==> src/rtl/dmem_arbiter.sv <==
// dmem_arbiter: shares one synchronous data RAM between the CPU (priority) and a host port,
// with a starvation counter that forces a waiting host request through.
module dmem_arbiter #(
   parameter int STARVE_LIM = 4,
   parameter int ADDR_W     = 8,
   parameter int DATA_W     = 16
) (
   input  logic              Clk,
   input  logic              Reset,
   input  logic              Cpu_req,
   input  logic              Cpu_wr,
   input  logic [ADDR_W-1:0] Cpu_addr,
   input  logic [DATA_W-1:0] Cpu_wdata,
   output logic              Cpu_stall,
   output logic [DATA_W-1:0] Cpu_rdata,
   input  logic              Host_req,
   input  logic              Host_wr,
   input  logic [ADDR_W-1:0] Host_addr,
   input  logic [DATA_W-1:0] Host_wdata,
   output logic              Host_ack,
   output logic [DATA_W-1:0] Host_rdata,
   output logic [ADDR_W-1:0] Mem_addr,
   output logic              Mem_wr,
   output logic [DATA_W-1:0] Mem_wdata,
   input  logic [DATA_W-1:0] Mem_rdata,
   output logic [1:0]        Grant_Out
);
   typedef enum logic {IDLE, HOST_ACK} state_t;
   localparam logic [3:0] LIM = 4'(STARVE_LIM);
   state_t     state, state_nxt;
   logic [3:0] wait_cnt, wait_cnt_nxt;
   logic       host_vis, grant_host, grant_cpu;
   always_ff @(posedge Clk or negedge Reset)
      if (!Reset) begin
         state    <= IDLE;
         wait_cnt <= '0;
      end else begin
         state    <= state_nxt;
         wait_cnt <= wait_cnt_nxt;
      end
   // Every grant is qualified by Reset so an asserted reset silences the RAM port immediately.
   always_comb begin
      host_vis     = Reset & Host_req & (state != HOST_ACK);
      grant_host   = host_vis & (~Cpu_req | (wait_cnt == LIM));
      grant_cpu    = Reset & Cpu_req & ~grant_host;
      state_nxt    = grant_host ? HOST_ACK : IDLE;
      wait_cnt_nxt = (grant_host | ~host_vis) ? 4'd0 : (wait_cnt == LIM) ? LIM : wait_cnt + 4'd1;
      Mem_addr     = grant_host ? Host_addr : grant_cpu ? Cpu_addr : '0;
      Mem_wr       = grant_host ? Host_wr : grant_cpu & Cpu_wr;
      Mem_wdata    = grant_host ? Host_wdata : grant_cpu ? Cpu_wdata : '0;
      Cpu_stall    = Reset & Cpu_req & ~grant_cpu;
      Grant_Out    = {grant_host, grant_cpu};
      Host_ack     = Reset & (state == HOST_ACK);
      Host_rdata   = Mem_rdata;
      Cpu_rdata    = Mem_rdata;
   end
endmodule

==> config.mk <==
export PLATFORM = sky130hd
export DESIGN_NAME = dmem_arbiter
export DESIGN_NICKNAME = d
export VERILOG_FILES = /design/src/rtl/dmem_arbiter.sv
export SDC_FILE = /design/constraint.sdc
export NUM_CORES = 1
export LEC_CHECK = 0
export CAP_MARGIN = 20
export CORE_ASPECT_RATIO = 0.7
export CORE_MARGIN = 1.5
export CORE_UTILIZATION = 22
export CTS_CLUSTER_DIAMETER = 40
export DETAILED_ROUTE_END_ITERATION = 8
export PLACE_DENSITY = 0.77
export RECOVER_POWER = 25
export SLEW_MARGIN = 0
export SYNTH_ARGS = -nofsm -noshare
export SYNTH_HDL_FRONTEND = slang
export SYNTH_SLANG_ARGS = --single-unit
==> constraint.sdc <==
create_clock -name Clk -period 2.4 [get_ports Clk]
set_clock_uncertainty 0.15 [all_clocks]
set_input_delay 0.48 -clock Clk [delete_from_list [all_inputs] [get_ports Clk]]
set_output_delay 0.48 -clock Clk [all_outputs]
set_load 0.02 [all_outputs]
==> results of run 1 <==
[cells in the final DEF (no fill, tap or decap), types with 2 or more instances in the layout]
| cell | synthesis | final |
|---|---|---|
| dfrtp_1 | 5 | 5 |
| nand3_1 | 2 | 2 |
| buf_4 | 36 | 19 |
| buf_12 | 0 | 3 |
| inv_1 | 4 | 2 |
| a22o_1 | 25 | 24 |
| clkbuf_8 | 0 | 3 |
| buf_2 | 0 | 2 |
| buf_16 | 0 | 4 |
| buf_6 | 2 | 19 |
| clkdlybuf4s50_1 | 0 | 51 |
| dlygate4sd2_1 | 0 | 4 |
| nor2_1 | 6 | 6 |
| inv_2 | 0 | 2 |
[cells in the mapped netlist]
cell type and instances:
xnor2_1 1, dfrtp_1 5, buf_8 1, inv_1 4
nor2_1 6, nand3_1 2, buf_4 36, nand2_1 1
mux2i_1 1, o311a_1 1, a21boi_2 1, and2_1 1
and3b_1 1, nand3b_4 1, buf_6 2, ha_1 2
a22o_1 25
[layout make-up]
cell class                      instances  area share [%]
Multi-Input combinational cell         43            22.5
Timing Repair Buffer                  104            63.4
Sequential cell                         5            7.13
Tap cell                               50            3.56
Inverter                                4           0.855
Clock buffer                            4            2.57
[routing by layer]
metal,track usage [%],share of wire [%]
met1,16.0,39
met2,27.1,52
met3,5.43,7.5
met4,7.14,1.1
met5,0,0
[flip-flops by register name, indices dropped and copies added, names as in the netlist]
name      flops
wait_cnt      4
state         1
[stage by stage]
step | total power [mW] | setup WS [ns] | TNS (ns)
after floorplan | 0.252 | 0.225 | 0
after global placement | 0.322 | -0.557 | -13.16
after detailed placement | 0.326 | -0.585 | -14.01
after CTS | 0.496 | -0.198 | -2.68
after global routing | 0.547 | -0.120 | -2.34
final | 0.518 | -0.0600 | -0.885
[cell families (layout without fill, tap and decap cells)]
logic type | after synthesis | count (layout) | share of synthesized area [%]
buf+inv | 43 | 112 | 40.2
simple gates | 12 | 12 | 8.88
mux | 1 | 1 | 1.25
fa+ha+maj | 2 | 2 | 3.11
xor+xnor | 1 | 1 | 1.09
flops | 5 | 5 | 15.6
compound gates | 27 | 27 | 29.9
[worst paths after layout]
check | end | depth (start not counted)
max | Mem_addr[6] | 10
min | state | 2
max reg2reg | state | 7
min reg2reg | wait_cnt[3] | 2
max in group asynchronous | wait_cnt[1] | 2
min in group Clk | wait_cnt[3] | 2
[timing repair]
action                                 in CTS  in global routing
gates cloned                                4                  1
resized for setup                         123                 42
endpoints found under the hold margin       0                  0
setup endpoints to repair                  29                 26
pin swaps                                   3                 13
setup buffers                               4                  3
[power breakdown]
| group | internal, mW | switching (mW) |
|---|---|---|
| Combinational | 0.178 | 0.102 |
| Clock | 0.114 | 0.0367 |
| Sequential | 0.0864 | 0.00111 |
==> flow_summary.toml, run 1 <==
[synth]
synth.distinct_cells = 17
synth_seq_cells = 5
yosys.area.top_type = "buf_4"
ys_top_cells_by_area = "buf_4 34%, a22o_1 27%, dfrtp_1 16%, ha_1 3.1%, buf_6 2.8%"
synth_top_cell_area_share_pct = 33.6
syn_inst = 91
yosysSeqAreaShare_pct = 15.6
synth_nets = 163
avgSynthCellArea_um2 = 8.83
yosysWarnings = 0
netlist_area_um2 = 803

[sta]
max_freq_mhz = 407
hold_viol_final = 0
final-max-slew-violation-count = 0
slew_headroom_pct = 84.0
finalCriticalPeriod_ns = 2.46
grt_setup_unrepaired = "true"
whs_ns = 0.159
setup_viol = 25
layout_setup_ws_ns = -0.0600
worstMarginPinSlew_ns = 0.240
min_period_over_period_pct = 102

[worst_setup_path]
path_delay_family = "buffers and inverters"
r2r_slack_ns = 0.89
required_ns = 1.77
timing.rr.start = "wait_cnt[1]"
critPathArrivalTime_ns = 1.83
cp_max_fo = 7
cp-start-kind = "flop"
crit_start = "wait_cnt[1]"
crit_type = "flop to output pin"
critPathBufInv = 6
slowest_delay_ns = 0.39
endpoint_kind = "output pin"
slowest_stage = "dfrtp_1"
path_cells = "inv_2 > ha_4 > nand3b_4 > buf_4 > a21boi_4 > buf_6 > buf_12 > buf_12 > a22o_1 > buf_6"

[clock_tree]
root_buffer = "clkbuf_8"
cts_sinks = 5
htreeDepth = 1
numCtsBuffers = 3
cts_tree = "yes"
holdBufCountCts = 0
clk_latency_ns = 0.22
clock_path_buffers = 2
path_clk_slew_ns = 0.03

[layout]
fin_util_pct = 50.0
fill_cells = 325
syn2layout_area_growth_pct = 119
multiInputGateArea_um2 = 395
stdcell_count = 210
final_net_count = 233
seq_area_um2 = 125
finalInstanceArea_um2 = 1760
drive_above_1_share_pct = 36.9
diodes = 0

[pwr]
cellLeakagePower_nw = 0.802
powerDensity_nw_per_um2 = 295
irDropWorstVdd_uv = 116

[place]
place_area_um2 = 1480
gp_congestion = 0.692
numPortBuffers = 82
dpl.hpwl_um = 2070
dp.cells = 194

[run]
maxCapViolCount = 0

[global_route]
antenna_found_initial = 0
grt.total_usage_pct = 15.1
grt_max_degree = 14
grt_pass1_wl_um = 4280
first_global_vias = 897
grt-ovfl-total = 0

[drt]
ant_nets = 0
dr.first_iter.drc_count = 12
drc = 0
dr.pass1.iters = 4
vias_per_cell = 4.45
routedWlPerCell_um = 15.1
vias = 935
wirelength_um = 3170

[floorplanning]
die_x_um = 75.2
boundaryPins = 131
fp.dieArea_um2 = 4030
row_count = 18
design.core.area_um2 = 3510
initial_core_util_pct = 22.9
fp.dieH_um = 53.6

[outcome]
status = "finished, violations left"
failed_checks = "negative setup slack"

[worst_hold_path]
hold_class = "primary input to async pin"
(Power assumes the default switching activity.)
==> run 2, diff against run 1 <==
--- a/config.mk
+++ b/config.mk
@@ -13,7 +13,6 @@
 export DETAILED_ROUTE_END_ITERATION = 8
 export PLACE_DENSITY = 0.77
 export RECOVER_POWER = 25
-export SLEW_MARGIN = 0
 export SYNTH_ARGS = -nofsm -noshare
 export SYNTH_HDL_FRONTEND = slang
 export SYNTH_SLANG_ARGS = --single-unit
==> results of run 2 <==
Same layout as run 1: the final DEF is identical, and so are final timing and power.
==> run 3, diff against run 2 <==
--- a/config.mk
+++ b/config.mk
@@ -8,10 +8,10 @@
 export CAP_MARGIN = 20
 export CORE_ASPECT_RATIO = 0.7
 export CORE_MARGIN = 1.5
-export CORE_UTILIZATION = 22
+export CORE_UTILIZATION = 24
 export CTS_CLUSTER_DIAMETER = 40
 export DETAILED_ROUTE_END_ITERATION = 8
-export PLACE_DENSITY = 0.77
+export PLACE_DENSITY = 0.83
 export RECOVER_POWER = 25
 export SYNTH_ARGS = -nofsm -noshare
 export SYNTH_HDL_FRONTEND = slang
==> constraint.sdc (replaced) <==
create_clock -name Clk -period 2.85 [get_ports Clk]
set_clock_uncertainty 0.15 [all_clocks]
set_input_delay 0.57 -clock Clk [delete_from_list [all_inputs] [get_ports Clk]]
set_output_delay 0.57 -clock Clk [all_outputs]
set_load 0.02 [all_outputs]
==> run 3 against run 2 <==
The run now ends clean; global-route usage is 3.1 points lower; clock power is 17% lower; critical path depth is 4 lower; sequential power is 15% lower; design area is 22% lower; power is 27% lower; first-iteration DRC count is 100% higher; critical endpoint is now Mem_addr[0].
==> flow_summary.toml, run 3 (synthesis gave the netlist of run 1 again) <==
[outcome]
status = "finished, final reports clean"

[worst_setup_path]
critPathArrivalTime_ns = 2.02
required_ns = 2.13
crit_type = "primary input to output pin"
r2r_slack_ns = 1.42
cp-start-kind = "primary input"
endpoint_kind = "output pin"
cp_max_fo = 6

[clock_tree]
numCtsBuffers = 3
path_clk_slew_ns = 0.03
cts_tree = "yes"
cts_setup_buffers = 0
clock_path_buffers = 2
holdBufCountCts = 0
root_buffer = "clkbuf_8"
clk_latency_ns = 0.21
cts_sinks = 5
htreeDepth = 1
ctsResizeCount = 77

[sta]
setup_viol = 0
finalCriticalPeriod_ns = 2.74
grt_setup_unrepaired = "false"
worstMarginPinSlew_ns = 0.227
hold_viol_final = 0
whs_ns = 0.337
slew_headroom_pct = 84.8
layout_setup_ws_ns = 0.112
max_freq_mhz = 365
min_period_over_period_pct = 96.1
final-max-slew-violation-count = 0

[drt]
routedWlPerCell_um = 12.5
dr.pass1.iters = 3
vias_per_cell = 4.58
wirelength_um = 2280
dr.first_iter.drc_count = 24
vias = 833
drc = 0
ant_nets = 0

[global_route]
first_global_vias = 841
grt-ovfl-total = 0
grt_pass1_wl_um = 3490
grt.total_usage_pct = 12.0
antenna_found_initial = 0
grt_max_degree = 28

[floorplanning]
fp.dieArea_um2 = 3710
row_count = 17
boundaryPins = 131
design.core.area_um2 = 3170
die_x_um = 72.1
fp.dieH_um = 51.4
initial_core_util_pct = 25.3

[layout]
stdcell_count = 182
fill_cells = 299
final_common_cell = "clkdlybuf4s50_1"
drive_above_1_share_pct = 25.7
regMostFlops = "wait_cnt"
syn2layout_area_growth_pct = 69.9
fin_util_pct = 43.1
final_net_count = 217
reg_top3 = "wait_cnt x4, state x1"
largest_reg_flops = 4
mostFrequentLayoutCells = "54 x clkdlybuf4s50_1, 25 x a22o_1, 24 x buf_2"
diodes = 0

[place]
gp_congestion = 0.679
dp.cells = 178
numPortBuffers = 82
dpl.hpwl_um = 1890
pre_cts_slack_ns = -0.314

[pwr]
cellLeakagePower_nw = 0.669
irDropWorstVdd_uv = 113
powerDensity_nw_per_um2 = 275

[worst_hold_path]
hold_class = "flop to flop"

[run]
maxCapViolCount = 0
==> run 3: cell types whose count changed in the layout (fill, tap and decap cells not counted), moves of 2 or more <==
| cell | previous run | this run |
|---|---|---|
| dlygate4sd2_1 | 4 | 2 |
| inv_1 | 2 | 4 |
| buf_6 | 19 | 0 |
| buf_4 | 19 | 4 |
| inv_2 | 2 | 0 |
| clkdlybuf4s50_1 | 51 | 54 |
| buf_2 | 2 | 24 |
| buf_16 | 4 | 0 |
==> run 3: report_power, final <==
group | leakage, nW | switching [mW] | internal, mW
clock network | 0.0228 | 0.0296 | 0.0956
registers | 0.0689 | 0.00124 | 0.0727
logic | 0.578 | 0.0702 | 0.106
==> run 3: metrics by stage <==
stage | TNS (ns) | total power [mW] | area, um^2
3_5_place_dp | -7.66 | 0.273 | 1430
4_1_cts | -0.0306 | 0.396 | 1520
5_1_grt | 0 | 0.397 | 1370
3_3_place_gp | -6.27 | 0.270 | 1430
2_1_floorplan | 0 | 0.212 | 803
6_report | 0 | 0.376 | 1370
==> run 3: critical path, stage by stage <==
cell,delay [ns]
clkdlybuf4s50_1,0.49
inv_1,0.07
o311a_4,0.39
buf_4,0.16
a22o_1,0.18
buf_2,0.16
==> run 3: cell type report <==
type | instances | area (um^2) | area share (%)
sequential | 5 | 125 | 9.17
tap | 38 | 47.5 | 3.48
timing repair buffer | 88 | 766 | 56.1
multi-input combinational | 43 | 367 | 26.9
inverter | 4 | 15.0 | 1.10
clock buffer | 4 | 45.0 | 3.30
==> run 3: final timing paths <==
| kind | startpoint | end | cells past startpoint |
|---|---|---|---|
| max in group asynchronous | Reset | state | 2 |
| max | Host_req | Mem_addr[0] | 6 |
| min reg2reg | wait_cnt[0] | wait_cnt[0] | 1 |
| min | wait_cnt[0] | wait_cnt[0] | 1 |
| min in group asynchronous | Reset | wait_cnt[2] | 2 |
| max reg2reg | wait_cnt[0] | state | 5 |
==> run 3: metal layers <==
layer  share of wire [%]  track usage, %  vias to the layer above
met2                  52            21.0                       57
met1                  38            13.3                      377
met5                   0               0                        -
met3                 9.4            4.34                        0
li1                    -               -                      399
met4                   0            5.03                        0
